===== src/rtl/mmio_hex_pkg.sv =====
// Shared constants for the memory-mapped hex display: register offsets, CTRL bit positions, glyphs.
// Glyph bit 6 = seg a ... bit 0 = seg g, active-low.
package mmio_hex_pkg;

    localparam logic OFS_VALUE = 1'b0;
    localparam logic OFS_CTRL  = 1'b1;

    localparam logic [6:0] SEG_BLANK = 7'h7F;

    // CTRL layout: [ndigits-1:0] blank mask, then zsup, then blink_en
    function automatic int ctrl_zsup_bit(input int ndigits);
        return ndigits;
    endfunction

    function automatic int ctrl_blink_bit(input int ndigits);
        return ndigits + 1;
    endfunction

    // Listed from index 15 (F) down to index 0 (0)
    localparam logic [15:0][6:0] GLYPH = {
        7'h38, 7'h30, 7'h42, 7'h31, 7'h60, 7'h08, 7'h04, 7'h00,
        7'h0F, 7'h20, 7'h24, 7'h4C, 7'h06, 7'h12, 7'h4F, 7'h01
    };

endpackage


===== src/rtl/hex7seg_dec.sv =====
// Nibble to active-low seven-segment glyph; combinational, zero latency.
// No flow control: output follows input.
module hex7seg_dec
    import mmio_hex_pkg::*;
(
    input  logic [3:0] nibble,
    output logic [6:0] seg
);

    assign seg = GLYPH[nibble];

endmodule


===== src/rtl/mmio_hex_ctrl.sv =====
// Bus-mapped VALUE/CTRL registers driving LEDs and NDIGITS hex digits with blank, zsup, blink.
// Latency: LEDs same edge as the write, HEX one edge later; rd_data 1 cycle when HEX_READBACK_EN.
// Backpressure: none, every in-window write strobe is accepted.
module mmio_hex_ctrl
    import mmio_hex_pkg::*;
#(
    parameter int                ADDR_W    = 16,
    parameter int                DATA_W    = 16,
    parameter int                NDIGITS   = 4,
    parameter logic [ADDR_W-1:0] BASE_ADDR = 16'h1000,
    parameter int                BLINK_DIV = 25000000
) (
    input  logic                   CLOCK_50,
    input  logic                   reset,
    input  logic [ADDR_W-1:0]      addr,
    input  logic [DATA_W-1:0]      data,
    input  logic                   W,
    output logic [DATA_W-1:0]      rd_data,
    output logic [DATA_W-1:0]      LEDs,
    output logic [7*NDIGITS-1:0]   HEX
);

    localparam int CTRL_W    = NDIGITS + 2;
    localparam int ZSUP_BIT  = ctrl_zsup_bit(NDIGITS);
    localparam int BLINK_BIT = ctrl_blink_bit(NDIGITS);
    localparam int CNT_W     = $clog2(BLINK_DIV);
    localparam logic [CNT_W-1:0] CNT_MAX = CNT_W'(BLINK_DIV - 1);

    logic [DATA_W-1:0]    value_q;
    logic [CTRL_W-1:0]    ctrl_q;
    logic [CNT_W-1:0]     cnt_q;
    logic                 phase_q;
    logic [7*NDIGITS-1:0] hex_d;
    logic                 in_win;
    logic                 wr_value;
    logic                 wr_ctrl;
    logic                 blink_on;
    logic                 zsup_on;

    assign in_win   = (addr[ADDR_W-1:1] == BASE_ADDR[ADDR_W-1:1]);
    assign wr_value = W && in_win && (addr[0] == OFS_VALUE);
    assign wr_ctrl  = W && in_win && (addr[0] == OFS_CTRL);
    assign blink_on = ctrl_q[BLINK_BIT];
    assign zsup_on  = ctrl_q[ZSUP_BIT];

    always_ff @(posedge CLOCK_50 or posedge reset) begin
        if (reset) begin
            value_q <= '0;
            ctrl_q  <= '0;
        end else begin
            if (wr_value)
                value_q <= data;
            if (wr_ctrl)
                ctrl_q <= data[CTRL_W-1:0];
        end
    end

    // Held at 0 while blink is off, so a 0->1 enable always starts on the visible half
    always_ff @(posedge CLOCK_50 or posedge reset) begin
        if (reset) begin
            cnt_q   <= '0;
            phase_q <= 1'b0;
        end else if (!blink_on) begin
            cnt_q   <= '0;
            phase_q <= 1'b0;
        end else if (cnt_q == CNT_MAX) begin
            cnt_q   <= '0;
            phase_q <= ~phase_q;
        end else begin
            cnt_q <= cnt_q + 1'b1;
        end
    end

    for (genvar i = 0; i < NDIGITS; i++) begin : g_dig
        logic [6:0] glyph;
        logic       lead_zero;
        logic       dark;

        hex7seg_dec u_dec (
            .nibble (value_q[4*i +: 4]),
            .seg    (glyph)
        );

        if (i == 0) begin : g_lsd
            assign lead_zero = 1'b0;
        end else begin : g_upper
            assign lead_zero = (value_q[DATA_W-1:4*i] == '0);
        end

        assign dark             = ctrl_q[i] || (blink_on && phase_q) || (zsup_on && lead_zero);
        assign hex_d[7*i +: 7]  = dark ? SEG_BLANK : glyph;
    end

    always_ff @(posedge CLOCK_50 or posedge reset) begin
        if (reset)
            HEX <= '1;
        else
            HEX <= hex_d;
    end

    assign LEDs = value_q;

`ifdef HEX_READBACK_EN
    always_ff @(posedge CLOCK_50 or posedge reset) begin
        if (reset)
            rd_data <= '0;
        else if (!in_win)
            rd_data <= '0;
        else if (addr[0] == OFS_CTRL)
            rd_data <= DATA_W'(ctrl_q);
        else
            rd_data <= value_q;
    end
`else
    assign rd_data = '0;
`endif

endmodule


===== config.mk =====
export PLATFORM = sky130hd
export DESIGN_NAME = mmio_hex_ctrl
export DESIGN_NICKNAME = d
export VERILOG_FILES = /design/src/rtl/mmio_hex_pkg.sv /design/src/rtl/hex7seg_dec.sv /design/src/rtl/mmio_hex_ctrl.sv
export SDC_FILE = /design/constraint.sdc
export NUM_CORES = 1
export LEC_CHECK = 0
export ABC_AREA = 1
export CAP_MARGIN = 5
export CORE_MARGIN = 1.5
export CORE_UTILIZATION = 30
export DETAILED_ROUTE_END_ITERATION = 8
export PLACE_DENSITY = 0.53
export SLEW_MARGIN = 25
export SYNTH_ARGS = -nofsm -noshare
export SYNTH_HDL_FRONTEND = slang
export SYNTH_SLANG_ARGS = --single-unit

===== constraint.sdc =====
create_clock -name CLOCK_50 -period 2.67 [get_ports CLOCK_50]
set_input_delay 0.267 -clock CLOCK_50 [delete_from_list [all_inputs] [get_ports CLOCK_50]]
set_output_delay 0.267 -clock CLOCK_50 [all_outputs]
set_load 0.02 [all_outputs]

==> metrics.txt <==
# TYPE chip_impl_metric gauge
chip_impl_info{name="critPathLaunch",value="LEDs[2]"} 1
chip_impl_metric{name="timing.critical_path.arrival",unit="ns"} 1.60
chip_impl_info{name="unrepaired_setup_endpoints_after_global_routing",value="no"} 1
chip_impl_metric{name="grt-ovfl-total",unit=""} 0
chip_impl_info{name="yosysMostFrequentCell",value="nand2_1"} 1
chip_impl_metric{name="setup-violations-final",unit=""} 0
chip_impl_metric{name="grt_max_degree",unit=""} 39
chip_impl_info{name="result_of_the_run",value="completed"} 1
chip_impl_metric{name="area_growth_syn_to_layout",unit="%"} 28.65
chip_impl_metric{name="timing.max_cap.violations",unit=""} 0
chip_impl_metric{name="timing.fmax",unit="MHz"} 534.4
chip_impl_metric{name="tritoncts.num_buffers",unit=""} 9
chip_impl_metric{name="finalCritPeriodShare",unit="%"} 70.09
chip_impl_metric{name="post_drt_via_cell_ratio",unit=""} 4.514
chip_impl_metric{name="synth_edf_count",unit=""} 0
chip_impl_metric{name="cts.repair_timing.setup_buffer_count",unit=""} 0
chip_impl_metric{name="irDropWorstVdd",unit="mV"} 0.2632
chip_impl_metric{name="post-place-cells",unit=""} 764
chip_impl_metric{name="yosys_warnings",unit=""} 0
chip_impl_metric{name="track_usage",unit="%"} 13.53
chip_impl_info{name="synthTopCellsByArea",value="dfrtp_1 28%, dfstp_2 17%, nand2_1 9.9%"} 1
chip_impl_metric{name="fp.dieArea",unit="um^2"} 15020
chip_impl_metric{name="grt_antenna_before_repair",unit=""} 0
chip_impl_metric{name="clk_transition_reported_paths",unit="ns"} 0.06
chip_impl_metric{name="worst-path-stages",unit=""} 1
chip_impl_metric{name="number_of_top_level_design_ports",unit=""} 95
chip_impl_metric{name="cts_hold_buffers",unit=""} 0
chip_impl_metric{name="drive_above_1_share",unit="%"} 12.50
chip_impl_info{name="setup.worst_path.class",value="register to primary output"} 1
chip_impl_metric{name="cp.buffers_inverters",unit=""} 1
chip_impl_metric{name="tightestPinTransition",unit="ns"} 0.5217
chip_impl_metric{name="synthCells",unit=""} 516
chip_impl_metric{name="report.final.slew_viol_count",unit=""} 0
chip_impl_metric{name="synthesized_area_per_cell",unit="um^2"} 8.310
chip_impl_info{name="worst_path_dominant_cell_family",value="buffers and inverters"} 1
chip_impl_info{name="worstSetupEndpointType",value="primary output"} 1
chip_impl_metric{name="wl_per_cell",unit="um"} 12.13
chip_impl_metric{name="yosysSeqAreaShare",unit="%"} 45.17
chip_impl_metric{name="detail_route.first_pass.iterations",unit=""} 4
chip_impl_metric{name="grt_pass1_vias",unit=""} 3372
chip_impl_metric{name="final_cell_count_no_fill",unit=""} 780
chip_impl_info{name="start_kind",value="register"} 1
chip_impl_metric{name="regToRegSetupSlack",unit="ns"} 0.94
chip_impl_metric{name="critical_path.max_fanout",unit=""} 14
chip_impl_info{name="synth_top_flop_cell",value="dfrtp_1"} 1
chip_impl_metric{name="ctsLongestPathBuffers",unit=""} 2
chip_impl_metric{name="via_count",unit=""} 3521
chip_impl_metric{name="rr_worst_depth",unit=""} 5
chip_impl_metric{name="fin_tns_setup",unit="ns"} 0
chip_impl_metric{name="detailedPlacementHpwl",unit="mm"} 7.157
chip_impl_metric{name="initial_utilization",unit="%"} 30.77
chip_impl_metric{name="slowest_delay",unit="ns"} 0.69
chip_impl_metric{name="chipHeight",unit="um"} 122.6
chip_impl_info{name="synth_commonest_cells",value="113 x nand2_1, 63 x nor2_1, 60 x inv_1"} 1
chip_impl_metric{name="routed_wirelength",unit="mm"} 9.458
chip_impl_metric{name="async_reset_ff_share",unit="%"} 100.0
chip_impl_metric{name="grt_pass1_wl",unit="mm"} 15.90
chip_impl_metric{name="rows",unit=""} 43
chip_impl_info{name="synth_largest_area_cell",value="dfrtp_1"} 1
chip_impl_metric{name="power.static_leakage",unit="nW"} 2.278
chip_impl_metric{name="fillers",unit=""} 1401
chip_impl_metric{name="clock-sinks",unit=""} 76
chip_impl_metric{name="post-route-min-period",unit="ns"} 1.871
chip_impl_metric{name="power_density",unit="nW/um^2"} 464.2
chip_impl_metric{name="clkLatencyLatePin",unit="ns"} 0.34
chip_impl_metric{name="diodes",unit=""} 0
chip_impl_info{name="path_cells",value="clkdlybuf4s50_1"} 1
chip_impl_info{name="cts_tree",value="built"} 1
chip_impl_metric{name="netlist-cell-type-count",unit=""} 34
chip_impl_metric{name="clock_skew",unit="ns"} 0.005878
chip_impl_metric{name="num-nets-final",unit=""} 653
chip_impl_metric{name="drc",unit=""} 0
chip_impl_metric{name="core_area",unit="um^2"} 13930
chip_impl_metric{name="place.gp.congestion",unit=""} 0.8111
chip_impl_metric{name="clock_tree.htree_level_count",unit=""} 3
chip_impl_metric{name="cts_resized",unit=""} 0
chip_impl_info{name="critical_path.reg2reg.startpoint",value="LEDs[13]"} 1
chip_impl_metric{name="synth.ff_latch_count",unit=""} 76
chip_impl_metric{name="worst_slew_margin_rel",unit="%"} 65.09
chip_impl_info{name="min-delay-path-class",value="input pin to asynchronous set/reset pin"} 1
chip_impl_info{name="highest_delay_cell_along_the_critical_path",value="clkdlybuf4s50_1"} 1
chip_impl_info{name="ctsRootBufferMaster",value="clkbuf_16"} 1
chip_impl_metric{name="buffer_ports.inserted",unit=""} 78
chip_impl_metric{name="synth.top_cell.area_share",unit="%"} 28.01
chip_impl_metric{name="final_hold_viol_count",unit=""} 0
chip_impl_metric{name="synth_area",unit="um^2"} 4288
chip_impl_metric{name="drt_first_iter_violations",unit=""} 126
chip_impl_metric{name="drtAntennaViolNets",unit=""} 0
chip_impl_metric{name="die_x",unit="um"} 122.6
chip_impl_metric{name="required",unit="ns"} 2.40
-- layout make-up --
class                           count  area [um^2]  share of cell area [%]
Multi-Input combinational cell    365         1987                   36.02
Sequential cell                    76         1937                   35.11
Timing Repair Buffer               81        815.8                   14.79
Clock buffer                       11        242.7                   4.400
Inverter                           62        234.0                   4.241
Tap cell                          180        225.2                   4.083
Clock inverter                      5        75.07                   1.361
-- logic make-up (layout without fill, tap and decap cells) --
logic type	after synthesis	in the layout	share of synthesized area (%)
and+or+nand+nor	245	245	25.85
other	1	16	0.08746
buffers and inverters	90	159	9.805
adders and majority gates	23	23	6.712
xor gates and xnor gates	13	13	2.655
AOI/OAI and AO/OA	68	68	9.717
DFF	76	76	45.17
-- worst paths after layout --
check,end
min,cnt_q[6]
min reg2reg,ctrl_q[0]
max in group asynchronous,HEX[21]
min in group CLOCK_50,ctrl_q[0]
max,LEDs[2]
max reg2reg,HEX[23]
-- flip-flops by register name (all words and copies together) (netlist names) --
name     flops
phase_q      1
cnt_q       25
LEDs        16
HEX         28
ctrl_q       6
-- per-stage QoR --
stage | hold WS (ns) | power (mW) | cell area [um^2] | utilization [%] | setup slack [ns]
floorplan | 0.4122 | 1.238 | 4344 | - | 0.5110
global placement | 0.4698 | 1.285 | 5199 | 37.31 | 0.9713
detailed placement | 0.4769 | 1.286 | 5199 | 37.31 | 0.9212
CTS | 0.3182 | 2.600 | 5517 | 39.59 | 0.7912
global route | 0.3693 | 2.653 | 5517 | 39.59 | 0.7172
finish | 0.3001 | 2.561 | 5517 | 39.59 | 0.7986
-- per-layer routing --
metal  GRT usage [%]  vias up  routed length [um]
met1           17.10     1635                4168
li1                -     1781                   -
met3           4.182       16                 635
met5               0        -                   0
met2           21.16       89                4453
met4           6.250        0                 200
-- power by group --
group / internal (mW) / switching (mW) / total, mW / leakage (nW)
Sequential: 1.16 / 0.000377 / 1.16 / 0.960
Combinational: 0.0520 / 0.0570 / 0.109 / 1.16
Clock: 0.838 / 0.457 / 1.30 / 0.159
-- placed cells by master (no fill, tap or decap), types with 2 or more instances in the layout --
cell type        netlist  routed
nand2_1              113     113
clkdlybuf4s50_1        0      78
nor2_1                63      63
inv_1                 60      59
dfrtp_1               48      48
o21ai_0               33      33
nand3_1               29      29
dfstp_2               28      28
ha_1                  23      23
o211ai_1              16      16
conb_1                 1      16
nor2_2                13      13
clkbuf_16              0       9
a21oi_1                7       7
xor2_1                 7       7
nor2_4                 6       6
xnor2_1                6       6
nand4_1                4       4
o2111ai_1              4       4
nor3_1                 4       4
nand3b_1               4       4
clkinv_2               1       4
o311ai_0               3       3
nand2_2                3       3
nand3_2                3       3
a211oi_1               2       2
a31oi_1                2       2
bufinv_16              0       2
buf_4                 16       2
(Power assumes the default switching activity.)
==> patch 1: new RTL, same flow settings <==
Add an input register stage for `data` and `W`, cleared by the reset; this delays them by one clock. The other inputs are not delayed to match.
--- a/src/rtl/mmio_hex_ctrl.sv
+++ b/src/rtl/mmio_hex_ctrl.sv
@@ -28,2 +28,15 @@
 
+    logic [DATA_W-1:0] data_q;
+    logic W_q;
+
+    always_ff @(posedge CLOCK_50 or posedge reset) begin
+        if (reset) begin
+            data_q <= '0;
+            W_q    <= '0;
+        end else begin
+            data_q <= data;
+            W_q    <= W;
+        end
+    end
+
     logic [DATA_W-1:0]    value_q;
@@ -40,4 +53,4 @@
     assign in_win   = (addr[ADDR_W-1:1] == BASE_ADDR[ADDR_W-1:1]);
-    assign wr_value = W && in_win && (addr[0] == OFS_VALUE);
-    assign wr_ctrl  = W && in_win && (addr[0] == OFS_CTRL);
+    assign wr_value = W_q && in_win && (addr[0] == OFS_VALUE);
+    assign wr_ctrl  = W_q && in_win && (addr[0] == OFS_CTRL);
     assign blink_on = ctrl_q[BLINK_BIT];
@@ -51,5 +64,5 @@
             if (wr_value)
-                value_q <= data;
+                value_q <= data_q;
             if (wr_ctrl)
-                ctrl_q <= data[CTRL_W-1:0];
+                ctrl_q <= data_q[CTRL_W-1:0];
         end
Behaviour: not the same (a bounded check fails within 4 cycles, from zero or initial values and one cycle with reset high).
==> patch 1 against the original RTL <==
  * Global-route usage decreased by 0.35 points
  * Synthesized cell count increased by 5.0%
  * Clock skew up 0.0073 ns
  * Synthesized area rose by 10%
  * Cell area increased by 8.3%
  * Cell count is 7.6% higher
  * Sequential cell count is 17 higher
  * Total power increased by 7.6%
  * Routed wire length grew 8.8%
  * Largest cell class is now registers
  * Critical path depth unchanged
  * Worst setup slack worse by 0.040 ns
==> patch 1: results (changes against the original RTL) <==
Placement Setup Slack: 0.995 ns (was 0.921 ns)
Syn Area/Cell: 8.71 µm² (was 8.31 µm²)
dpl cells: 823 (was 764)
Clock Tree Buf Depth: 2 (unchanged)
FF-to-FF End: HEX[17]$_DFF_PP1_ (was HEX[23]$_DFF_PP1_)
Peak VDD IR: 0.000296 V (was 0.000263 V)
FF-to-FF Start: LEDs[13]$_DFFE_PP0P_ (unchanged)
Layout Nets: 681 (was 653)
Max Clock Skew: 0.0132 ns (was 0.00588 ns)
fraction of layout instances using a drive strength above 1: 12.1% (was 12.5%)
final WL: 10300 µm (was 9460 µm)
Reg clk slew, reported paths: 0.06 ns (about the same)
final setup margin: 0.759 ns (was 0.799 ns)
Seq/Total Area, Yosys: 50.0% (was 45.2%)
hpwl dp: 7730 µm (was 7160 µm)
fin cells: 839 (was 780)
initial antenna violation count: 0 (unchanged)
Crit Path Max Fanout: 15 (was 14)
DP Area: 5700 µm² (was 5200 µm²)
largest delay contributor family on the critical path: buffers and inverters (unchanged)
vias in the first global route: 3524 (was 3372)
worst r2r path cells: 6 (was 5)
leakage power: 2.52 nW (was 2.28 nW)
GPL Wtd Cong: 0.876 (was 0.811)
PortBufs: 78 (unchanged)
GRT Total Usage: 13.2% (was 13.5%)
DRT Pass-1 Iters: 4 (unchanged)
ys flop type: dfrtp_1 (unchanged)
first-pass GRT wire length: 16900 µm (was 15900 µm)
Worst-Skew Late Latency: 0.35 ns
CP max stage cell: clkdlybuf4s50_1 (unchanged)
Crit path largest cell delay: 0.69 ns (about the same)
largest net degree at the start of global routing: 37 (was 39)
outcome: finished, final reports clean (unchanged)
Synth area leaders: dfrtp_1, dfstp_2, nand2_1 (unchanged)
post-CTS setup buffer count: 0 (unchanged)
Yosys warning count: 0 (unchanged)
total CTS buffers: 9 (unchanged)
Yosys cell types: 37 (was 34)
synthesized-area fraction occupied by adder cells: 6.10% (was 6.71%)
1st-iter DRT viols: 361 (was 126)
biggest regs: HEX x28, cnt_q x25
PostCTS Resize Cnt: 0 (unchanged)
EDFF count, synth: 0 (unchanged)
htree depth: 3 (unchanged)
XOR/XNOR share of the synthesized area: 1.86% (was 2.66%)
synth cell count leaders: nand2_1, nor2_1, dfrtp_1 (was nand2_1, nor2_1, inv_1)
measured slew at the worst slew-check pin: 0.587 ns (was 0.522 ns)
CP Launch Point: LEDs[2]$_DFFE_PP0P_ (unchanged)
Hold WC Path Type: input pin to asynchronous set/reset pin (unchanged)
via count: 3702 (was 3521)
CTS Root Cell: clkbuf_16 (unchanged)
Synth Area in Compound Gates: 8.35% (was 9.72%)
asr flop ratio synth: 100% (unchanged)
flop2flop setup slack: 1.05 ns (was 0.94 ns)
Arrival @ worst endpoint: 1.64 ns (was 1.60 ns)
Fin Hold WS: 0.273 ns (was 0.300 ns)
[patch 1: changes by cell type after synthesis, moves of 4 or more]
| cell | before | now |
|---|---|---|
| o211ai_1 | 16 | 11 |
| o21ai_1 | 0 | 4 |
| dfrtp_1 | 48 | 65 |
| nor2_1 | 63 | 70 |
[patch 1: cell type report]
cell class / instances / area [µm²]
fillers: 1501 / 9280
flip-flops and latches: 93 / 2360
multi-input cells: 372 / 1990
repair buffers: 82 / 823
well taps: 211 / 264
clock buffers: 13 / 260
inverters: 65 / 253
clock inverters: 3 / 18.8
[patch 1: power breakdown]
group / internal (W) / switching [W] / total, W
combinational: 0.0000531 / 0.0000630 / 0.000116
sequential: 0.00143 / 0.00000382 / 0.00143
clock: 0.000683 / 0.000526 / 0.00121
total: 0.00216 / 0.000593 / 0.00275
[patch 1: routing by layer]
metal,share of wire [%],wire length [µm],global-route usage (%)
met1,45,4580,15.9
met2,49,5030,22.4
met3,4.1,426,3.04
met4,2.5,253,6.21
met5,0,0,0
==> patch 2: new RTL, same settings <==
Without the edit above. Set the parameter `BLINK_DIV` to 12500000 (it was 25000000).
--- a/src/rtl/mmio_hex_ctrl.sv
+++ b/src/rtl/mmio_hex_ctrl.sv
@@ -10,3 +10,3 @@
     parameter logic [ADDR_W-1:0] BASE_ADDR = 16'h1000,
-    parameter int                BLINK_DIV = 25000000
+    parameter int                BLINK_DIV = 12500000
 ) (
Check against the original RTL: same outputs for any inputs over 10 cycles, from zero or initial values and one cycle with reset high; that may be too few to reach the edited logic, so the function may still have changed.
==> patch 2 against the original RTL <==
  * Sequential cell count fell by 1
  * Clock skew rose by 0.0012 ns
  * Critical path depth unchanged
  * Count of clock-buffer cells in the layout grew 3
  * Utilization down 0.34 points
  * Synthesized area decreased by 1.3%
  * Cell count shrank 0.38%
  * Worst setup slack gained 0.0050 ns
  * Total power fell by 6.4%
  * Routed wire length down 1.2%
  * Cell area shrank 1.6%
  * Highest routed layer unchanged
==> patch 2: results (changes against the original RTL) <==
Reg clk slew, reported paths: 0.06 ns (about the same)
FF-to-FF Start: LEDs[12]$_DFFE_PP0P_ (was LEDs[13]$_DFFE_PP0P_)
synth cell count leaders: nand2_1, inv_1, nor2_1 (was nand2_1, nor2_1, inv_1)
flop2flop setup slack: 1.07 ns (was 0.94 ns)
leakage power: 2.30 nW (was 2.28 nW)
PostCTS Resize Cnt: 0 (unchanged)
drt via density: 4.47 (was 4.51)
CP max stage cell: clkdlybuf4s50_1 (unchanged)
first-pass GRT wire length: 16000 µm (was 15900 µm)
largest net degree at the start of global routing: 76 (was 39)
PortBufs: 78 (unchanged)
DRT Pass-1 Iters: 4 (unchanged)
Seq/Total Area, Yosys: 45.2% (about the same)
GPL Wtd Cong: 0.824 (was 0.811)
Clock Tree Buf Depth: 2 (unchanged)
worst r2r path cells: 5 (unchanged)
GRT Total Usage: 13.6% (was 13.5%)
measured slew at the worst slew-check pin: 0.500 ns (was 0.522 ns)
initial antenna violation count: 0 (unchanged)
htree depth: 3 (unchanged)
largest delay contributor family on the critical path: buffers and inverters (unchanged)
hpwl dp: 6900 µm (was 7160 µm)
Max Clock Skew: 0.00705 ns (was 0.00588 ns)
asr flop ratio synth: 100% (unchanged)
Hold WC Path Type: input pin to asynchronous set/reset pin (unchanged)
Peak VDD IR: 0.000209 V (was 0.000263 V)
CTS Root Cell: clkbuf_16 (unchanged)
vias in the first global route: 3404 (was 3372)
Layout Nets: 650 (was 653)
Worst-Skew Late Latency: 0.33 ns
Crit Path Max Fanout: 12 (was 14)
post-DR wirelength/cell: 12.0 µm (was 12.1 µm)
Synth area leaders: dfrtp_1, dfstp_2, nand2_1 (unchanged)
outcome: finished, final reports clean (unchanged)
post-CTS setup buffer count: 0 (unchanged)
Yosys warning count: 0 (unchanged)
1st-iter DRT viols: 148 (was 126)
fraction of layout instances using a drive strength above 1: 11.1% (was 12.5%)
total CTS buffers: 9 (unchanged)
Yosys cell types: 38 (was 34)
most flop-heavy register: HEX (unchanged)
patch 2: cell count changes after synthesis, sizes merged, moves of 3 or more:
cell / change
nand4: +5
nor2: -6
nand2: -6
o211ai: -3
o21ai: +3
nor3: -3
xnor2: -5
inv: +8
patch 2: worst max-delay path by stage:
stage / startpoint / endpoint / slack [ns] / cells after the start
detailed placement: addr[10] / ctrl_q[3]$_DFFE_PP0P_ / 0.99 / 7
finish: LEDs[15]$_DFFE_PP0P_ / LEDs[15] / 0.80 / 1
CTS: LEDs[2]$_DFFE_PP0P_ / LEDs[2] / 0.79 / 1
floorplan: reset / LEDs[0]$_DFFE_PP0P_ / 0.54 / 1
global route: LEDs[2]$_DFFE_PP0P_ / LEDs[2] / 0.71 / 1
global placement: addr[6] / ctrl_q[4]$_DFFE_PP0P_ / 1.04 / 7
patch 2: cells by family (layout without fill, tap and decap cells):
logic type	Yosys count	in the layout	synth area share, %
AO/OA/AOI/OAI	73	73	10.7
XOR/XNOR	8	8	1.66
adder cells (fa/ha/maj)	23	23	6.80
buffers and inverters	97	165	10.4
flip-flops	75	75	45.2
other	1	16	0.0886
AND/OR/NAND/NOR	237	237	25.2
patch 2: final cells by class:
cell class | count | area (µm²)
clock buffer | 14 | 274
clock inverter | 2 | 8.76
fill | 1429 | 8400
inverter | 69 | 262
multi-input combinational | 357 | 1940
sequential | 75 | 1910
tap | 180 | 225
timing repair buffer | 80 | 808
patch 2: per-stage QoR:
stage,total power [W],instance area [µm²],worst slack (ns),instances,hold WS [ns]
floorplan,0.00122,4290,0.539,529,0.400
global placement,0.00127,5140,1.04,761,0.470
detailed placement,0.00127,5140,0.986,761,0.482
CTS,0.00244,5430,0.791,777,0.370
global route,0.00250,5430,0.713,777,0.395
finish,0.00240,5430,0.804,777,0.343
patch 2: power by group:
group	leakage, nW	switching (W)	total, W	internal (W)
clock	0.140	0.000446	0.00115	0.000701
sequential	0.946	0.000000372	0.00114	0.00114
combinational	1.21	0.0000570	0.000108	0.0000513
patch 2: metal layers:
metal	share of wire, %	global-route usage, %	vias up	wire length, µm
met5	0	0	-	0
met4	1.9	5.29	0	174
met3	6.4	4.35	14	600
met2	47	22.2	84	4380
met1	45	16.7	1590	4190
li1	-	-	1784	-
